$ cat config.mk
export PLATFORM = sky130hd
export DESIGN_NAME = sample_ping_pong_buffer
export DESIGN_NICKNAME = d
export VERILOG_FILES = /design/src/rtl/sample_ping_pong_buffer.sv
export SDC_FILE = /design/constraint.sdc
export NUM_CORES = 1
export LEC_CHECK = 0
export ABC_AREA = 1
export BUFFER_PORTS_ARGS = -buffer_cell sky130_fd_sc_hd__buf_4
export CELL_PAD_IN_SITES_DETAIL_PLACEMENT = 0
export CELL_PAD_IN_SITES_GLOBAL_PLACEMENT = 1
export CORE_MARGIN = 2
export CORE_UTILIZATION = 50
export DETAILED_ROUTE_END_ITERATION = 8
export PLACE_DENSITY_LB_ADDON = 0.25
export RECOVER_POWER = 50
export SYNTH_ARGS = -nofsm -noshare
export SYNTH_HDL_FRONTEND = slang
export SYNTH_SLANG_ARGS = --single-unit
$ cat constraint.sdc
create_clock -name clk_i -period 3.6 [get_ports clk_i]
set_input_delay 0.18 -clock clk_i [delete_from_list [all_inputs] [get_ports clk_i]]
set_output_delay 0.18 -clock clk_i [all_outputs]
set_load 0.02 [all_outputs]
$ cat src/rtl/sample_ping_pong_buffer.sv
// Two-bank ping-pong sample store: one bank fills while the other drains over valid/ready.
// Optional macro SAMPLE_BUF_DROP_CNT_EN enables the saturating 16-bit drop counter.
module sample_ping_pong_buffer #(
  parameter int BUFFER_DEPTH = 16,
  parameter int DATA_WIDTH   = 24
) (
  input  logic                  clk_i,
  input  logic                  rst_ni,
  input  logic [DATA_WIDTH-1:0] sample_i,
  input  logic                  sample_valid_i,
  output logic                  ram_buffer_ready_o,
  output logic [DATA_WIDTH-1:0] ram_read_data_o,
  output logic                  ram_read_valid_o,
  input  logic                  ram_read_ready_i,
  output logic                  overflow_o,
  output logic [15:0]           drop_count_o,
  output logic [5:0]            debug_o
);

  localparam int PW = $clog2(BUFFER_DEPTH);
  localparam logic [PW-1:0] PTR_ONE  = PW'(1);
  localparam logic [PW-1:0] PTR_LAST = PW'(BUFFER_DEPTH - 1);

  logic [DATA_WIDTH-1:0] mem [2*BUFFER_DEPTH];

  logic          wr_bank_q, rd_bank_q;
  logic [PW-1:0] wr_ptr_q, rd_ptr_q;
  logic [1:0]    full_q, full_d;
  logic          overflow_q;

  logic wr_accept, wr_drop, wr_last, rd_valid, rd_hs, rd_last;

  // Handshake: a word transfers on a cycle where ram_read_valid_o and ram_read_ready_i are both high;
  // while valid is high and ready low, data and valid are held unchanged.
  assign wr_accept = sample_valid_i & ~full_q[wr_bank_q];
  assign wr_drop   = sample_valid_i &  full_q[wr_bank_q];
  assign wr_last   = wr_accept & (wr_ptr_q == PTR_LAST);
  assign rd_valid  = full_q[rd_bank_q];
  assign rd_hs     = rd_valid & ram_read_ready_i;
  assign rd_last   = rd_hs & (rd_ptr_q == PTR_LAST);

  // Fill and drain in one cycle always hit different banks, so both updates apply.
  always_comb begin
    full_d = full_q;
    if (wr_last) full_d[wr_bank_q] = 1'b1;
    if (rd_last) full_d[rd_bank_q] = 1'b0;
  end

  always_ff @(posedge clk_i or negedge rst_ni) begin
    if (!rst_ni) begin
      wr_bank_q  <= 1'b0;
      rd_bank_q  <= 1'b0;
      wr_ptr_q   <= '0;
      rd_ptr_q   <= '0;
      full_q     <= 2'b00;
      overflow_q <= 1'b0;
    end else begin
      full_q <= full_d;
      if (wr_accept) begin
        wr_ptr_q <= wr_last ? '0 : wr_ptr_q + PTR_ONE;
        if (wr_last) wr_bank_q <= ~wr_bank_q;
      end
      if (rd_hs) begin
        rd_ptr_q <= rd_last ? '0 : rd_ptr_q + PTR_ONE;
        if (rd_last) rd_bank_q <= ~rd_bank_q;
      end
      if (wr_drop) overflow_q <= 1'b1;
    end
  end

  // Storage is not reset; the full flags gate every read.
  always_ff @(posedge clk_i) begin
    if (wr_accept) mem[{wr_bank_q, wr_ptr_q}] <= sample_i;
  end

`ifdef SAMPLE_BUF_DROP_CNT_EN
  logic [15:0] drop_cnt_q;
  always_ff @(posedge clk_i or negedge rst_ni) begin
    if (!rst_ni) begin
      drop_cnt_q <= '0;
    end else if (wr_drop && (drop_cnt_q != 16'hFFFF)) begin
      drop_cnt_q <= drop_cnt_q + 16'd1;
    end
  end
  assign drop_count_o = drop_cnt_q;
`else
  assign drop_count_o = '0;
`endif

  assign ram_buffer_ready_o = rd_valid;
  assign ram_read_valid_o   = rd_valid;
  assign ram_read_data_o    = rd_valid ? mem[{rd_bank_q, rd_ptr_q}] : '0;
  assign overflow_o         = overflow_q;
  assign debug_o            = {full_q[1], full_q[0], wr_bank_q, rd_bank_q, overflow_q, sample_valid_i};

endmodule

==> results of run 1 <==
flip-flops by register name, summed over array words and instances, names as in the netlist:
signal and flops:
mem 768, rd_ptr_q 4, wr_ptr_q 4, full_q 2, overflow_o 1, rd_bank_q 1
wr_bank_q 1
worst max-delay path by stage:
| stage | to | start | slack, ps | depth (start not counted) |
|---|---|---|---|---|
| after global placement | mem[22][20] | wr_bank_q | 670 | 7 |
| after detailed placement | mem[22][18] | wr_bank_q | 720 | 6 |
| after floorplan | mem[3][0] | wr_bank_q | 470 | 7 |
| final | ram_read_data_o[21] | rd_ptr_q[0] | 150 | 10 |
| after global routing | ram_read_data_o[21] | rd_ptr_q[0] | 40 | 10 |
| after CTS | ram_read_data_o[21] | rd_ptr_q[0] | 170 | 10 |
cells by family after synthesis:
family                     Yosys count
adders and majority gates            5
AOI/OAI and AO/OA                  155
DFF                                781
other                                1
and+or+nand+nor                   1602
xor gates and xnor gates             5
buffers and inverters              456
power groups by stage:
stage / registers (uW) / logic [uW] / clock network (uW)
after global placement: 10900 / 8700 / 0
final: 10800 / 8810 / 7870
after CTS: 10700 / 8820 / 7950
after global routing: 10800 / 9740 / 8330
after detailed placement: 10900 / 8760 / 0
after floorplan: 10800 / 5730 / 0
layer usage:
metal | vias up | GRT usage, % | part of all wire, %
met5 | - | 0 | 0.0078
met4 | 2 | 8.43 | 2.7
met3 | 143 | 5.41 | 8.6
met2 | 941 | 41.9 | 46
met1 | 10600 | 38.1 | 43
li1 | 10100 | - | -
cells in the mapped netlist:
library cell,count,area (um2)
a21o_1,1,7.51
a21oi_1,26,130
buf_1,15,56.3
buf_2,93,465
buf_4,24,180
buf_6,4,45.0
clkbuf_1,46,173
clkinv_1,1,3.75
conb_1,1,3.75
dfrtp_1,13,325
edfxtp_1,768,23100
ha_1,5,62.6
inv_1,272,1020
inv_2,1,3.75
nand2_1,924,3470
nand3_1,391,1960
nand4_1,1,6.26
nor2_1,282,1060
nor3_1,4,20.0
o211ai_1,1,7.51
o21ai_0,106,531
o21ai_1,20,100
o21ai_2,1,8.76
xor2_1,5,43.8
cell type report:
type,count,share of cell area [%]
Sequential cell,781,63.3
Multi-Input combinational cell,1783,20.8
Clock buffer,105,5.90
Timing Repair Buffer,148,3.65
Tap cell,855,2.89
Inverter,274,2.81
Clock inverter,39,0.721
metrics by stage:
step,std cells,worst slack (ps),instance area [um2],util (%)
after CTS,3985,173,37100,57.5
final,3985,147,37000,57.3
after floorplan,3020,474,32800,-
after global placement,3823,674,34500,53.4
after detailed placement,3823,721,34500,53.4
after global routing,3985,44.3,37000,57.3
tightest hold or removal path, stage by stage:
cell and delay, ps:
dlygate4sd3_1 520, clkbuf_1 190, a21o_1 160
timing repair:
| action | in CTS | in global routing |
|---|---|---|
| setup endpoints to repair | 0 | 0 |
| hold buffers | 18 | 0 |
| gates resized for setup | 0 | 0 |
| hold endpoints to repair | 286 | 0 |
==> key figures, run 1 <==
Place
  – Post-DP HPWL: 49.7 mm
  – Final RePlAce weighted congestion: 0.843
  – Buffers on Ports: 60

Layout
  – Commonest cells after routing, fill and taps aside: nand2_1 (924), edfxtp_1 (768), nand3_1 (391)
  – Most common cell after layout, fill and taps aside: nand2_1
  – Area of the multi-input gates: 0.00768 mm2
  – Register Area: 0.0234 mm2
  – Final Net Count: 3102
  – # fillers: 5439
  – Area Overhead vs Synth: 13.0%
  – Share of cells above drive strength 1: 7.80%
  – Ant. Diodes: 0

Flow run
  – Max cap viols: 22

GRT
  – Tot GR Track Use: between 20% and 30%
  – Largest net degree at the start of global routing: 150
  – Number of global-route vias before repair: 21100
  – First-pass GRT wire length: 133 mm
  – Initial antenna violation count: 1
  – Gr ovfl total: 0

Power
  – Static Leak: about 0.014 uW
  – Power density cells: 742 mW/mm2
  – Sw frac: 36.6%
  – Sw power: ~10000 uW
  – Clock power frac: 28.7%
  – Power, Total: between 20000 and 30000 uW
  – Worst vdd ir: 0.724 mV
  – Int Pwr: 17400 uW
  – Seq pwr share: 39.2%
  – Power share of the combinational group: 32.1%

Worst hold path
  – Hold worst-path end: overflow_o
  – Min-delay worst type: primary input to register
  – Hold Path Depth: 3
  – Hold Startpoint: sample_valid_i

Detailed routing
  – First DRT Iteration DRCs: 2322
  – WL/cell: 22.4 um
  – Vias: 21800
  – Residual DRC: 0
  – Final wirelength: 89.4 mm
  – Vias/cell: 5.47
  – Pre-antenna DRT Iters: 6
  – Post-DRT Antenna Nets: 0

Status
  – Outcome: finished, violations left
  – Failing checks: max-capacitance violations, max-slew violations

Floorplan
  – Die X: 260 um
  – DIE HEIGHT: 260 um
  – Io pins: 77
  – Row count: 93
  – Initial core utilization: 50.7%
  – Total die area: 0.0675 mm2
  – Core Region: about 0.065 mm2

Synthesis
  – Synth warnings: 0
  – Simple-gate share of the synthesized area: 19.9%
  – Register area share after synthesis: 71.4%
  – Largest family of logic cells by synthesized area: simple AND/OR/NAND/NOR gates
  – Post-synth design cell area: around 0.033 mm2
  – Post-synthesis mux area share: 0%
  – Adder-cell share of the synthesized area: less than 1%
  – Synth Area in Compound Gates: 2.40%
  – Syn avg cell area: about 11 um2
  – Cells after Synth: around 3000
  – Synthesized flop and latch total: between 700 and 800
  – Synth unique cells: 24
  – Xor/xnor share of the synthesized area: 0.134%

Timing
  – Final setup violation count: 0
  – Setup TNS: 0 ps
  – Final hold slack: approximately 490 ps
  – Endpoints failing hold: 0
  – Clock Skew: 36.5 ps
  – RSZ-0062 raised after global routing: false
  – Max Slew Vio Count: 726
  – Slew margin rel.: -25.6%
  – Worst-Margin Slew: 1880 ps
  – Max Fclk: 290 MHz
  – Minimum clock period after layout: 3450 ps
  – Final period util: 95.9%

Clocking
  – CTS tree: built
  – Worst-case clock buffer depth: 3
  – Clk root buf: clkbuf_16
  – CTS Sinks: 781
  – Htree depth: 3
  – Post-CTS setup repair buffer count: 0
  – CTS Buf Count: 81
  – CTS clk-pin slew, worst paths: ~60 ps
  – Latest clock arrival within the worst-skew pair: 630 ps

Worst setup path
  – Worst flop-to-flop path startpoint: wr_bank_q
  – WP data required: 3420 ps
  – Critical-path top delay cell: buf_4
  – Startpoint Class: register
  – R2R depth: 6
  – Buf+Inv Stages, Crit Path: 2
  – CP cell instances: buf_4, nand2_1, nand3_1, nand3_1, nand2_1, nor2_1, nand2_1, nand2_1, nor2_1, buf_4
  – CP most frequent cell: nand2_1
  – Critical Path End Type: output pin
  – Setup slack, reg-to-reg: 420 ps
  – Reg2reg end: mem[22][23]
  – Crit-path max cell delay: 610 ps
  – Critical Path AT: 3270 ps
  – CP Max Fanout: 62
  – Crit path kind: register to output pin
  – Crit path max-delay family: simple AND/OR/NAND/NOR gates
Note: power is estimated with default switching activity, not from simulation.
==> inputs of run 2 (changes only) <==
CORE_UTILIZATION = 40   (was 50)
clock period = 3.8 ns   (was 3.6 ns; I/O delays follow)
==> key figures, run 2 (synthesized netlist as in run 1, its figures left out) <==
Status
  – Outcome: finished, violations left (unchanged)
  – Failing checks: max-capacitance violations, max-slew violations (unchanged)

Clocking
  – CTS tree: built (unchanged)
  – CTS Sinks: 781 (unchanged)
  – Htree depth: 3 (unchanged)
  – Clk root buf: clkbuf_16 (unchanged)
  – CTS clk-pin slew, worst paths: 60 ps (about the same)
  – CTS Buf Count: 87 (was 81)
  – Latest clock arrival within the worst-skew pair: 640 ps (was 630 ps)
  – Worst-case clock buffer depth: 3 (unchanged)

Layout
  – Fin util: 46.7% (was 57.3%)
  – # fillers: 7388 (was 5439)
  – Final Net Count: 3110 (was 3102)
  – Leading registers by flop count: mem (768), rd_ptr_q (4), wr_ptr_q (4) (unchanged)
  – Largest register FFs: 768 (unchanged)
  – Share of cells above drive strength 1: 8.33% (was 7.80%)
  – Largest register by flop count: mem (unchanged)
  – Most common cell after layout, fill and taps aside: nand2_1 (unchanged)
  – Area Overhead vs Synth: 15.2% (was 13.0%)
  – Commonest cells after routing, fill and taps aside: nand2_1 (924), edfxtp_1 (768), nand3_1 (391) (unchanged)

Detailed routing
  – Final wirelength: 94.0 mm (was 89.4 mm)
  – WL/cell: 22.3 um (was 22.4 um)
  – Residual DRC: 0 (unchanged)
  – Pre-antenna DRT Iters: 5 (was 6)
  – Vias: 21800 (about the same)
  – First DRT Iteration DRCs: 1924 (was 2322)
  – Post-DRT Antenna Nets: 0 (unchanged)
  – Vias/cell: 5.17 (was 5.47)

Timing
  – Setup TNS: 0 ps (unchanged)
  – Endpoints failing hold: 0 (unchanged)
  – Final period util: 90.5%
  – Setup WS post-layout: 359 ps (was 147 ps)
  – Minimum clock period after layout: 3440 ps
  – Max Slew Vio Count: 693 (was 726)
  – Clock Skew: 25.6 ps (was 36.5 ps)
  – Max Fclk: 291 MHz
  – Worst-Margin Slew: 2120 ps (was 1880 ps)
  – RSZ-0062 raised after global routing: false (unchanged)
  – Slew margin rel.: -41.0% (was -25.6%)
  – Final setup violation count: 0 (unchanged)

GRT
  – Gr ovfl total: 0 (unchanged)
  – Tot GR Track Use: 22.3% (was 26.8%)
  – Number of global-route vias before repair: 20900 (was 21100)
  – Largest net degree at the start of global routing: 143 (was 150)
  – First-pass GRT wire length: 139 mm (was 133 mm)
  – Initial antenna violation count: 11 (was 1)

Floorplan
  – Io pins: 77 (unchanged)
  – Row count: 104 (was 93)
  – DIE HEIGHT: 290 um (was 260 um)
  – Initial core utilization: 40.5% (was 50.7%)
  – Total die area: 0.0842 mm2 (was 0.0675 mm2)
  – Die X: 290 um (was 260 um)
  – Core Region: 0.0808 mm2 (was 0.0646 mm2)

Worst setup path
  – Critical Path End Type: output pin (unchanged)
  – CP Max Fanout: 79 (was 62)
  – R2R depth: 7 (was 6)
  – Setup slack, reg-to-reg: 680 ps (was 420 ps)
  – Startpoint Class: register (unchanged)
  – WP data required: 3610 ps (was 3420 ps)
  – Reg2reg end: mem[16][1] (was mem[22][23])
  – Crit path kind: register to output pin (unchanged)
  – Worst flop-to-flop path startpoint: wr_bank_q (unchanged)
  – Critical Path AT: 3250 ps (was 3270 ps)

Power
  – Static Leak: 0.0145 uW (was 0.0143 uW)
  – Power density cells: 712 mW/mm2 (was 742 mW/mm2)
  – Worst vdd ir: 0.914 mV (was 0.724 mV)

Place
  – Final RePlAce weighted congestion: 0.796 (was 0.843)
  – Post-DP HPWL: 51.7 mm (was 49.7 mm)
  – Pre-CTS setup slack: 823 ps (was 721 ps)
  – Buffers on Ports: 60 (unchanged)

Flow run
  – Max cap viols: 22 (unchanged)

Worst hold path
  – Hold Startpoint: ram_read_ready_i (was sample_valid_i)
  – Hold Path Depth: 4 (was 3)
  – Hold worst-path end: rd_ptr_q[0] (was overflow_o)
  – Min-delay worst type: primary input to register (unchanged)
## run 2: cell types whose count changed in the layout (fill, tap and decap cells not counted), moves of 3 or more
cell,change
nor2_2,-3
buf_4,-3
buf_12,+6
clkbuf_16,+4
bufinv_16,+7
clkinvlp_4,+3
## run 2: worst max-delay path by stage
stage	from	to	slack, ps	cells after the start
2_1_floorplan	wr_bank_q	mem[3][0]	670	7
3_3_place_gp	wr_bank_q	mem[31][9]	910	5
3_5_place_dp	wr_bank_q	mem[31][7]	820	5
4_1_cts	rd_ptr_q[0]	ram_read_data_o[9]	390	11
5_1_grt	rd_ptr_q[0]	ram_read_data_o[9]	240	11
6_report	rd_ptr_q[0]	ram_read_data_o[9]	360	11
## run 2: timing repair
action,in CTS,in global routing
gates resized for setup,0,0
hold buffers,18,0
buffers inserted,0,0
endpoints found under the hold margin,397,0
## run 2: worst max-delay path, stage by stage, from the launching register on
cell and delay [ps]:
dfrtp_4 540, inv_8 450, buf_4 370, nand2_1 80, nand2_1 70, nand2_1 50, o21ai_1 110, nand2_1 70
nand3_1 90, nor2_1 60, nor2_1 380, buf_4 230
## run 2: per-stage QoR
| stage | instances | hold slack (ps) | cell area (um2) | total power [uW] |
|---|---|---|---|---|
| final | 4209 | 48.8 | 37700 | 26900 |
| after global routing | 4208 | 68.7 | 37700 | 28300 |
| after CTS | 4207 | 1.26 | 37800 | 27100 |
| after detailed placement | 4030 | 61.6 | 34800 | 18700 |
| after global placement | 4030 | 55.4 | 34800 | 18700 |
| after floorplan | 3020 | -106 | 32800 | 15700 |
## run 2: final cells by class
| type | count | area (um2) | area share (%) |
|---|---|---|---|
| Sequential cell | 781 | 23400 | 62.1 |
| Multi-Input combinational cell | 1783 | 7680 | 20.4 |
| Clock buffer | 110 | 2280 | 6.06 |
| Timing Repair Buffer | 150 | 1440 | 3.83 |
| Tap cell | 1060 | 1330 | 3.52 |
| Inverter | 274 | 1040 | 2.76 |
| Clock inverter | 49 | 527 | 1.40 |
| Antenna cell | 2 | 5.00 | 0.0133 |
## run 2: metal layers
layer	share of wire (%)	vias up	wire length, um	global-route usage [%]
met5	0.067	-	63	0
met4	2.9	10	2760	6.89
met3	7.2	165	6750	4.14
met2	45	752	42400	34.2
met1	45	10700	42000	32.2
li1	-	10100	-	-
## run 2: power by group
part	switching [uW]	total [uW]	internal, uW
Combinational	6070	8370	2300
Clock	3420	8360	4940
Sequential	177	10100	9950
